### src/rtl/risc23_pkg.sv
// Shared types and constants for the IITB-RISC-23 front end.
package risc23_pkg;

    typedef logic [15:0] pc_t;
    typedef logic [15:0] instr_t;

    localparam instr_t NOP_INSTR = 16'h0000;

    typedef enum logic [1:0] {
        FETCH = 2'd0,
        WAIT  = 2'd1,
        DROP  = 2'd2
    } fetch_state_e;

endpackage

### src/rtl/if_skid_buf.sv
// One-entry instruction + PC holding buffer used while IF/ID is stalled.
module if_skid_buf
    import risc23_pkg::*;
#(
    parameter int PC_W    = 16,
    parameter int INSTR_W = 16
) (
    input  logic               clk,
    input  logic               rst,
    input  logic               wr_en,
    input  logic               rd_en,
    input  logic               clr,
    input  logic [INSTR_W-1:0] wr_instr,
    input  logic [PC_W-1:0]    wr_pc,
    output logic               full,
    output logic [INSTR_W-1:0] rd_instr,
    output logic [PC_W-1:0]    rd_pc
);

    always_ff @(posedge clk) begin
        if (rst || clr) begin
            full     <= 1'b0;
            rd_instr <= INSTR_W'(NOP_INSTR);
            rd_pc    <= '0;
        end else if (wr_en) begin
            full     <= 1'b1;
            rd_instr <= wr_instr;
            rd_pc    <= wr_pc;
        end else if (rd_en) begin
            full     <= 1'b0;
        end
    end

endmodule

### src/rtl/if_fetch_unit.sv
// IITB-RISC-23 instruction fetch stage: PC, imem requests, IF/ID register.
// Optional performance counters enabled with `define IF_PERF_CNT_EN.
//
// state | meaning
// FETCH | free to launch a request at pc
// WAIT  | request at req_addr_q outstanding, result will be used
// DROP  | request outstanding but redirected away, result discarded
module if_fetch_unit
    import risc23_pkg::*;
#(
    parameter int              PC_W     = 16,
    parameter int              INSTR_W  = 16,
    parameter logic [PC_W-1:0] RESET_PC = 16'h0000,
    parameter int              PC_INC   = 2
) (
    input  logic               clk,
    input  logic               rst,
    input  logic               stall_pc,
    input  logic               stall_if_id,
    input  logic               flush_if_id,
    input  logic               redirect_valid,
    input  logic [PC_W-1:0]    redirect_pc,
    output logic               imem_req,
    output logic [PC_W-1:0]    imem_addr,
    input  logic [INSTR_W-1:0] imem_rdata,
    input  logic               imem_ready,
`ifdef IF_PERF_CNT_EN
    output logic [31:0]        perf_fetch_cnt,
    output logic [31:0]        perf_stall_cnt,
`endif
    output logic               ifid_valid,
    output logic [INSTR_W-1:0] ifid_instr,
    output logic [PC_W-1:0]    ifid_pc,
    output logic [PC_W-1:0]    ifid_pc_next
);

    fetch_state_e state_q, state_d;
    logic [PC_W-1:0]    pc_q;
    logic [PC_W-1:0]    req_addr_q;
    logic               fetch_ok;
    logic               skid_full;
    logic               skid_wr;
    logic               skid_rd;
    logic [INSTR_W-1:0] skid_instr;
    logic [PC_W-1:0]    skid_pc;

    always_comb begin
        state_d   = state_q;
        imem_req  = 1'b0;
        imem_addr = pc_q;
        fetch_ok  = 1'b0;
        case (state_q)
            FETCH: begin
                imem_req = !stall_pc && !skid_full && !redirect_valid;
                if (imem_req) begin
                    if (imem_ready) fetch_ok = 1'b1;
                    else            state_d  = WAIT;
                end
            end
            WAIT: begin
                imem_req  = 1'b1;
                imem_addr = req_addr_q;
                if (imem_ready) begin
                    state_d  = FETCH;
                    fetch_ok = !redirect_valid;
                end else if (redirect_valid) begin
                    state_d = DROP;
                end
            end
            DROP: begin
                imem_req  = 1'b1;
                imem_addr = req_addr_q;
                if (imem_ready) state_d = FETCH;
            end
            default: state_d = FETCH;
        endcase
        // Nothing is launched or accepted while reset is held.
        if (rst) begin
            imem_req = 1'b0;
            fetch_ok = 1'b0;
        end
    end

    always_ff @(posedge clk) begin
        if (rst) begin
            state_q    <= FETCH;
            pc_q       <= RESET_PC;
            req_addr_q <= RESET_PC;
        end else begin
            state_q <= state_d;
            if (state_q == FETCH && imem_req)
                req_addr_q <= pc_q;
            if (redirect_valid)
                pc_q <= redirect_pc;
            else if (fetch_ok)
                pc_q <= pc_q + PC_W'(PC_INC);
        end
    end

    // A fetch accepted under a stall parks in the skid; under a flush it is killed.
    assign skid_wr = fetch_ok && stall_if_id && !flush_if_id;
    assign skid_rd = !redirect_valid && !flush_if_id && !stall_if_id && skid_full;

    if_skid_buf #(
        .PC_W    (PC_W),
        .INSTR_W (INSTR_W)
    ) u_skid (
        .clk      (clk),
        .rst      (rst),
        .wr_en    (skid_wr),
        .rd_en    (skid_rd),
        .clr      (redirect_valid),
        .wr_instr (imem_rdata),
        .wr_pc    (imem_addr),
        .full     (skid_full),
        .rd_instr (skid_instr),
        .rd_pc    (skid_pc)
    );

    always_ff @(posedge clk) begin
        if (rst) begin
            ifid_valid   <= 1'b0;
            ifid_instr   <= INSTR_W'(NOP_INSTR);
            ifid_pc      <= '0;
            ifid_pc_next <= '0;
        end else if (redirect_valid || flush_if_id) begin
            ifid_valid <= 1'b0;
            ifid_instr <= INSTR_W'(NOP_INSTR);
        end else if (stall_if_id) begin
            ifid_valid <= ifid_valid;
        end else if (skid_full) begin
            ifid_valid   <= 1'b1;
            ifid_instr   <= skid_instr;
            ifid_pc      <= skid_pc;
            ifid_pc_next <= skid_pc + PC_W'(PC_INC);
        end else if (fetch_ok) begin
            ifid_valid   <= 1'b1;
            ifid_instr   <= imem_rdata;
            ifid_pc      <= imem_addr;
            ifid_pc_next <= imem_addr + PC_W'(PC_INC);
        end else begin
            ifid_valid <= 1'b0;
            ifid_instr <= INSTR_W'(NOP_INSTR);
        end
    end

`ifdef IF_PERF_CNT_EN
    always_ff @(posedge clk) begin
        if (rst) begin
            perf_fetch_cnt <= '0;
            perf_stall_cnt <= '0;
        end else begin
            if (fetch_ok && perf_fetch_cnt != 32'hFFFF_FFFF)
                perf_fetch_cnt <= perf_fetch_cnt + 32'd1;
            if ((stall_pc || stall_if_id) && perf_stall_cnt != 32'hFFFF_FFFF)
                perf_stall_cnt <= perf_stall_cnt + 32'd1;
        end
    end
`endif

endmodule

### config.mk
export PLATFORM = sky130hd
export DESIGN_NAME = if_fetch_unit
export DESIGN_NICKNAME = d
export VERILOG_FILES = /design/src/rtl/risc23_pkg.sv /design/src/rtl/if_skid_buf.sv /design/src/rtl/if_fetch_unit.sv
export SDC_FILE = /design/constraint.sdc
export NUM_CORES = 1
export LEC_CHECK = 0
export CORE_ASPECT_RATIO = 1.4
export CORE_MARGIN = 5
export CORE_UTILIZATION = 50
export DETAILED_ROUTE_END_ITERATION = 16
export PLACE_DENSITY = 0.77
export SYNTH_ARGS = -nofsm -noshare
export SYNTH_HDL_FRONTEND = slang
export SYNTH_SLANG_ARGS = --single-unit
### constraint.sdc
create_clock -name clk -period 3 [get_ports clk]
set_input_delay 0.6 -clock clk [delete_from_list [all_inputs] [get_ports clk]]
set_output_delay 0.6 -clock clk [all_outputs]
set_load 0.02 [all_outputs]
==> results of run 1 <==
## worst max-delay path by stage
stage                        start               end  depth (start not counted)
floorplan               state_q[0]  ifid_pc_next[15]                          9
global placement    redirect_valid          imem_req                          5
detailed placement        stall_pc     ifid_instr[1]                          6
CTS                     state_q[1]     imem_addr[10]                          5
global route            state_q[1]     imem_addr[13]                          5
finish                  state_q[1]     imem_addr[15]                          5
## metrics by stage
step / setup slack, ns / instances / power, mW
finish: 0.0705 / 847 / 4.58
global route: 0.0108 / 847 / 4.76
CTS: 0.00197 / 847 / 4.61
detailed placement: 0.131 / 815 / 2.60
global placement: 0.176 / 815 / 2.58
floorplan: 0.524 / 595 / 2.31
## sequential cells by signal (all words and copies together), names as in the netlist
name and flops:
u_skid.rd_instr 16, state_q 2, ifid_instr 16, pc_q 16, ifid_pc 16, ifid_pc_next 15, ifid_valid 1, req_addr_q 16
u_skid.full 1, u_skid.rd_pc 16
## final cells by class
type	instances	share of cell area, %
clock inverter	14	2.27
multi-input combinational	431	38.3
timing repair buffer	121	17.0
clock buffer	18	6.31
inverter	10	0.539
sequential	115	33.1
tap	138	2.48
## critical path, delay by kind of cell (launching register included)
| kind | cells | cell delay (ns) |
|---|---|---|
| DFF | 1 | 0.37 |
| muxes | 1 | 0.37 |
| adders and majority gates | 1 | 0.37 |
| buffers and inverters | 3 | 0.82 |
## cells in the final DEF (no fill, tap or decap), drive strengths merged, types with 5 or more instances in the layout
master	netlist	routed
nor3	24	24
a211oi	18	18
clkdlybuf4s50	0	98
nand4	5	5
nor2	104	104
xnor2	14	14
inv	9	10
clkbuf	23	18
mux2i	48	48
xor2	10	10
nor4	5	5
buf	16	18
ha	5	5
a21oi	45	45
o21ai	20	20
clkinv	1	9
nand2	76	76
nand3	7	7
mux2	20	20
dfxtp	115	115
## cells by family after synthesis
logic type / count (synthesis)
xor+xnor: 24
fa+ha+maj: 5
compound gates: 95
simple gates: 239
mux: 68
flops: 115
buf+inv: 49
## report_power, final
group / internal [mW] / leakage, nW / total [mW] / switching (mW)
clock: 1.25 / 0.283 / 1.99 / 0.734
combinational: 0.449 / 1.39 / 0.962 / 0.513
sequential: 1.58 / 0.932 / 1.64 / 0.0538
## routing by layer
| metal | global-route usage, % | wire (um) | vias up |
|---|---|---|---|
| li1 | - | - | 2234 |
| met1 | 23.4 | 5130 | 2192 |
| met2 | 40.4 | 7350 | 130 |
| met3 | 6.13 | 703 | 17 |
| met4 | 9.30 | 249 | 0 |
| met5 | 0 | 0 | - |
==> impl_metrics.sql, run 1 <==
INSERT INTO impl_metrics (metric_group, metric, value, unit) VALUES
('cells_and_area', 'post-route-cell-area', '0.00696', 'mm^2'),
('yosys', 'synth_async_sr_flop_share', '0', '%'),
('min_path', 'hold_path_class', 'flip-flop to flip-flop', ''),
('timing', 'finalSetupViolCount', '0', ''),
('yosys', 'synth-seq-area-share', '44.3', '%'),
('worst_setup_path', 'crit-reg2reg-capture', 'ifid_pc_next[14]', ''),
('timing', 'finalSetupTns', '0', 'ns'),
('worst_setup_path', 'critical_path.slowest_cell', 'sky130_fd_sc_hd__clkdlybuf4s50_1', ''),
('yosys', 'dominant_combinational_cell_family_by_area_after_synthesis', 'simple AND/OR/NAND/NOR gates', ''),
('worst_setup_path', 'timing.critical_path.arrival', '2.33', 'ns'),
('worst_setup_path', 'register_to_register_setup_slack', '0.41', 'ns'),
('cells_and_area', 'multi_input_comb_area', '0.00266', 'mm^2'),
('worst_setup_path', 'register_to_register_path_depth', '9', ''),
('grt', 'grt_use_total', '22.1', '%'),
('grt', 'first_global_vias', '4619', ''),
('detailed_routing', 'drt_pre_antenna_iters', '5', ''),
('timing', 'timing.final.max_slew_violations', '0', ''),
('worst_setup_path', 'timing.setup.critical_path_class', 'flip-flop to primary output', ''),
('detailed_routing', 'detail-route-antenna-nets', '0', ''),
('floorplan', 'area_of_the_die', '0.0126', 'mm^2'),
('grt', 'grt_overflow', '0', ''),
('floorplan', 'initial_utilization', '50.4', '%'),
('placement', 'dpl-instance-area', '0.00634', 'mm^2'),
('clocking', 'insertion_delay', '0.41', 'ns'),
('detailed_routing', 'detailroute.via_count', '4573', ''),
('clocking', 'tritoncts', 'built', ''),
('power_and_ir_drop', 'power_leakage', '2.60', 'nW'),
('detailed_routing', 'post-route-drc-count', '0', ''),
('clocking', 'clk_root_buffer_cell', 'sky130_fd_sc_hd__clkbuf_16', ''),
('timing', 'finalCritPeriodShare', '97.6', '%'),
('floorplan', 'die_w', '96.1', 'um'),
('detailed_routing', 'via_per_inst', '5.40', ''),
('yosys', 'synthesized_area_fraction_occupied_by_ao_oa_aoi_and_oai_cells', '10.9', '%'),
('detailed_routing', 'detail_route.wirelength', '13400', 'um'),
('yosys', 'synth.most_common_cell', 'sky130_fd_sc_hd__dfxtp_1', ''),
('yosys', 'synth-edff-count', '0', ''),
('timing', 'final.setup_skew', '0.0105', 'ns'),
('yosys', 'yosysUniqueCellTypes', '51', ''),
('clocking', 'buffers_inserted_during_post_cts_setup_optimization', '0', ''),
('clocking', 'worst_setup_hold_path_clk_slew', '0.05', 'ns'),
('timing', 'timing_worst_slew_pin_value', '0.691', 'ns'),
('outcome', 'run_status', 'finished clean', ''),
('cells_and_area', 'final_net_count', '740', ''),
('grt', 'wire_length_of_the_first_global_routing_pass', '21500', 'um'),
('worst_setup_path', 'crit_path_max_incr_delay', '0.55', 'ns'),
('grt', 'grt_start_max_net_pins', '37', ''),
('timing', 'worst_hold_margin', '0.449', 'ns'),
('cells_and_area', 'seq_area', '0.00230', 'mm^2'),
('cells_and_area', 'layout-drive-gt1-share', '12.1', '%'),
('worst_setup_path', 'worst_setup_path_start_kind', 'flip-flop', ''),
('yosys', 'synth-main-ff-cell', 'sky130_fd_sc_hd__dfxtp_1', ''),
('yosys', 'adder_cell_fraction_of_synth_area', '1.20', '%'),
('placement', 'dp.final_hpwl', '9450', 'um'),
('power_and_ir_drop', 'vdd_drop_max', '0.446', 'mV'),
('placement', 'io_buffer_count', '104', ''),
('yosys', 'synthMuxAreaShare', '14.2', '%'),
('clocking', 'htree_levels', '4', ''),
('power_and_ir_drop', 'power.density_cell_area', '659', 'mW/mm^2'),
('yosys', 'yosys-top-cells-area', 'sky130_fd_sc_hd__dfxtp_1 (44%), sky130_fd_sc_hd__mux2i_1 (8.5%), sky130_fd_sc_hd__nor2_1 (7.5%)', ''),
('worst_setup_path', 'crit_fanout', '10', ''),
('floorplan', 'placementRows', '44', ''),
('timing', 'grt_setup_unrepaired', 'false', ''),
('min_path', 'hold_start', 'ifid_valid', ''),
('yosys', 'synthCells', '595', ''),
('flow_run', 'maxCapViolations', '0', ''),
('cells_and_area', 'finalCoreUtilization', '67.6', '%'),
('yosys', 'synth-warning-count', '0', ''),
('clocking', 'tritoncts.num_buffers', '17', ''),
('yosys', 'synth_top_area_share', '44.3', '%'),
('floorplan', 'vertical_die_dimension', '131', 'um'),
('cells_and_area', 'num-fill-cells', '847', '');
(Power assumes the default switching activity.)
==> inputs of run 2 (changes only) <==
- DONT_BUFFER_PORTS: unset -> 1
- PLACE_DENSITY: 0.77 -> 0.64
- TNS_END_PERCENT: unset -> 5
==> impl_metrics.sql, run 2 (synthesis gave the netlist of run 1 again) <==
INSERT INTO impl_metrics (metric_group, metric, value, unit) VALUES
('outcome', 'run_status', 'finished clean', ''),
('cells_and_area', 'flow.area_growth_from_synthesis', '12.2', '%'),
('worst_setup_path', 'register_to_register_path_depth', '9', ''),
('floorplan', 'die_w', '96.1', 'um'),
('worst_setup_path', 'critPathRequiredTime', '2.40', 'ns'),
('cells_and_area', 'post-route-cell-area', '0.00583', 'mm^2'),
('placement', 'dp.final_hpwl', '8690', 'um'),
('detailed_routing', 'dr.first_iter.drc_count', '203', ''),
('detailed_routing', 'drt_pre_antenna_iters', '4', ''),
('power_and_ir_drop', 'power_leakage', '2.13', 'nW'),
('timing', 'timing_worst_slew_pin_value', '0.643', 'ns'),
('detailed_routing', 'avgRoutedWirePerCell', '16.6', 'um'),
('min_path', 'worstHoldPathCells', '1', ''),
('grt', 'wire_length_of_the_first_global_routing_pass', '19600', 'um'),
('clocking', 'clockBufferDepth', '2', ''),
('cells_and_area', 'multi_input_comb_area', '0.00265', 'mm^2'),
('worst_setup_path', 'worst_setup_path_start_kind', 'flip-flop', ''),
('cells_and_area', 'final_net_count', '636', ''),
('clocking', 'insertion_delay', '0.40', 'ns'),
('grt', 'global_route.peak_usage_layer', 'met2', ''),
('grt', 'grt_overflow', '0', ''),
('detailed_routing', 'detailroute.via_count', '4017', ''),
('grt', 'fraction_of_met1_tracks_used_by_global_routing', '21.9', '%'),
('cells_and_area', 'layout-drive-gt1-share', '13.7', '%'),
('clocking', 'cts-hold-fix-buffers', '0', ''),
('power_and_ir_drop', 'power.density_cell_area', '719', 'mW/mm^2'),
('worst_setup_path', 'startpoint_of_the_worst_slack_reg_to_reg_timing_path', 'state_q[0]', ''),
('clocking', 'worst_setup_hold_path_clk_slew', '0.05', 'ns'),
('grt', 'grt_use_total', '20.4', '%'),
('flow_run', 'maxCapViolations', '0', ''),
('min_path', 'hold_path_end', 'pc_q[12]', ''),
('timing', 'fmax', '355', 'MHz'),
('detailed_routing', 'detail_route.wirelength', '12300', 'um'),
('power_and_ir_drop', 'fin_total_pwr', '4.19', 'mW'),
('grt', 'global_route.usage.met2', '34.7', '%'),
('detailed_routing', 'via_per_inst', '5.41', ''),
('worst_setup_path', 'crit_fanout', '9', ''),
('detailed_routing', 'detail-route-antenna-nets', '0', ''),
('floorplan', 'initial_utilization', '50.4', '%'),
('timing', 'slew_headroom', '57.1', '%'),
('timing', 'fin_hold_viols', '0', ''),
('worst_setup_path', 'critPathCaptureType', 'primary output', ''),
('cells_and_area', 'mostFrequentLayoutCell', 'sky130_fd_sc_hd__dfxtp_1', ''),
('cells_and_area', 'num-fill-cells', '970', ''),
('worst_setup_path', 'timing.critical_path.arrival', '2.22', 'ns'),
('min_path', 'hold_path_class', 'input pin to flip-flop', ''),
('grt', 'grt_antenna_before_repair', '0', ''),
('cells_and_area', 'final_cell_mix', 'sky130_fd_sc_hd__dfxtp_1 (114), sky130_fd_sc_hd__nor2_1 (104), sky130_fd_sc_hd__nand2_1 (75)', ''),
('placement', 'dpl-instance-area', '0.00529', 'mm^2'),
('timing', 'finalCritPeriodShare', '93.9', '%'),
('timing', 'timing.final.max_slew_violations', '0', ''),
('worst_setup_path', 'register_to_register_setup_slack', '0.24', 'ns'),
('timing', 'final.setup_skew', '0.0124', 'ns'),
('floorplan', 'vertical_die_dimension', '131', 'um'),
('clocking', 'tritoncts', 'built', ''),
('timing', 'period_needed', '2.82', 'ns'),
('grt', 'grt_util_met3', '8.19', '%'),
('cells_and_area', 'seq_area', '0.00230', 'mm^2'),
('timing', 'finalSetupTns', '0', 'ns'),
('cells_and_area', 'finalCoreUtilization', '56.6', '%'),
('grt', 'first_global_vias', '3928', ''),
('worst_setup_path', 'timing.setup.critical_path_class', 'flip-flop to primary output', ''),
('placement', 'io_buffer_count', '0', ''),
('power_and_ir_drop', 'vdd_drop_max', '0.429', 'mV'),
('clocking', 'tritoncts.num_buffers', '17', ''),
('floorplan', 'area_of_the_die', '0.0126', 'mm^2'),
('grt', 'grt_start_max_net_pins', '70', ''),
('floorplan', 'placementRows', '44', ''),
('clocking', 'buffers_inserted_during_post_cts_setup_optimization', '0', ''),
('clocking', 'htree_levels', '4', ''),
('timing', 'finalSetupViolCount', '0', ''),
('placement', 'finalWeightedCongestion', '0.854', ''),
('timing', 'final_ws_setup', '0.183', 'ns'),
('worst_setup_path', 'crit-reg2reg-capture', 'ifid_pc_next[15]', ''),
('placement', 'detailedPlace.worstSlack', '0.248', 'ns'),
('detailed_routing', 'post-route-drc-count', '0', ''),
('clocking', 'cts_num_sinks', '115', ''),
('timing', 'grt_setup_unrepaired', 'false', ''),
('floorplan', 'top_level_ports', '105', ''),
('cells_and_area', 'diodes', '0', ''),
('clocking', 'clk_root_buffer_cell', 'sky130_fd_sc_hd__clkbuf_16', ''),
('min_path', 'hold_start', 'rst', ''),
('floorplan', 'placeableCoreArea', '0.0103', 'mm^2');
[run 2: changes by cell type in the layout (fill, tap and decap cells not counted), sizes merged, moves of 2 or more]
cell           delta
clkdlybuf4s50    -98
clkbuf            +3
bufinv            -2
dlymetal6s2s      -4
clkinv            -2
[run 2: cell type report]
cell class                 count  share of cell area [%]
clock buffer                  21                    8.08
clock inverter                10                    1.03
inverter                      10                   0.644
multi-input combinational    431                    45.6
sequential                   115                    39.5
tap                          138                    2.96
timing repair buffer          17                    2.19
[run 2: worst max path at each step]
stage	depth (start not counted)	startpoint	slack [ns]	endpoint
after CTS	6	state_q[0]	0.04	imem_addr[0]
final	6	state_q[0]	0.18	imem_addr[0]
after floorplan	9	state_q[0]	0.52	ifid_pc_next[15]
after detailed placement	9	state_q[0]	0.25	ifid_pc_next[15]
after global routing	6	state_q[1]	0.03	imem_addr[0]
after global placement	9	state_q[0]	0.32	ifid_pc_next[14]
[run 2: routing by layer]
metal / up-vias / part of all wire, %
met5: - / 0
met4: 0 / 1.8
met3: 15 / 7.3
met2: 88 / 52
met1: 1895 / 39
li1: 2019 / -
[run 2: what timing repair did]
item | in CTS | in global routing
setup endpoints to repair | 0 | 1
resized for setup | 0 | 1
hold endpoints to repair | 0 | 0
[run 2: report_power, final]
group          leakage, nW  internal [mW]  switching [mW]
combinational        0.941          0.311           0.448
sequential           0.932           1.58          0.0676
clock                0.256           1.10           0.676
[run 2: per-stage QoR]
stage	instances	hold slack, ns
floorplan	595	0.436
global placement	711	0.442
detailed placement	711	0.448
CTS	742	0.252
global route	742	0.249
finish	742	0.272
[run 2: critical path: stages, from the launching register on]
cell and delay, ns:
sky130_fd_sc_hd__dfxtp_1 0.38, sky130_fd_sc_hd__inv_1 0.08, sky130_fd_sc_hd__ha_1 0.43, sky130_fd_sc_hd__buf_4 0.23
sky130_fd_sc_hd__buf_4 0.17, sky130_fd_sc_hd__mux2i_2 0.34, sky130_fd_sc_hd__inv_1 0.19
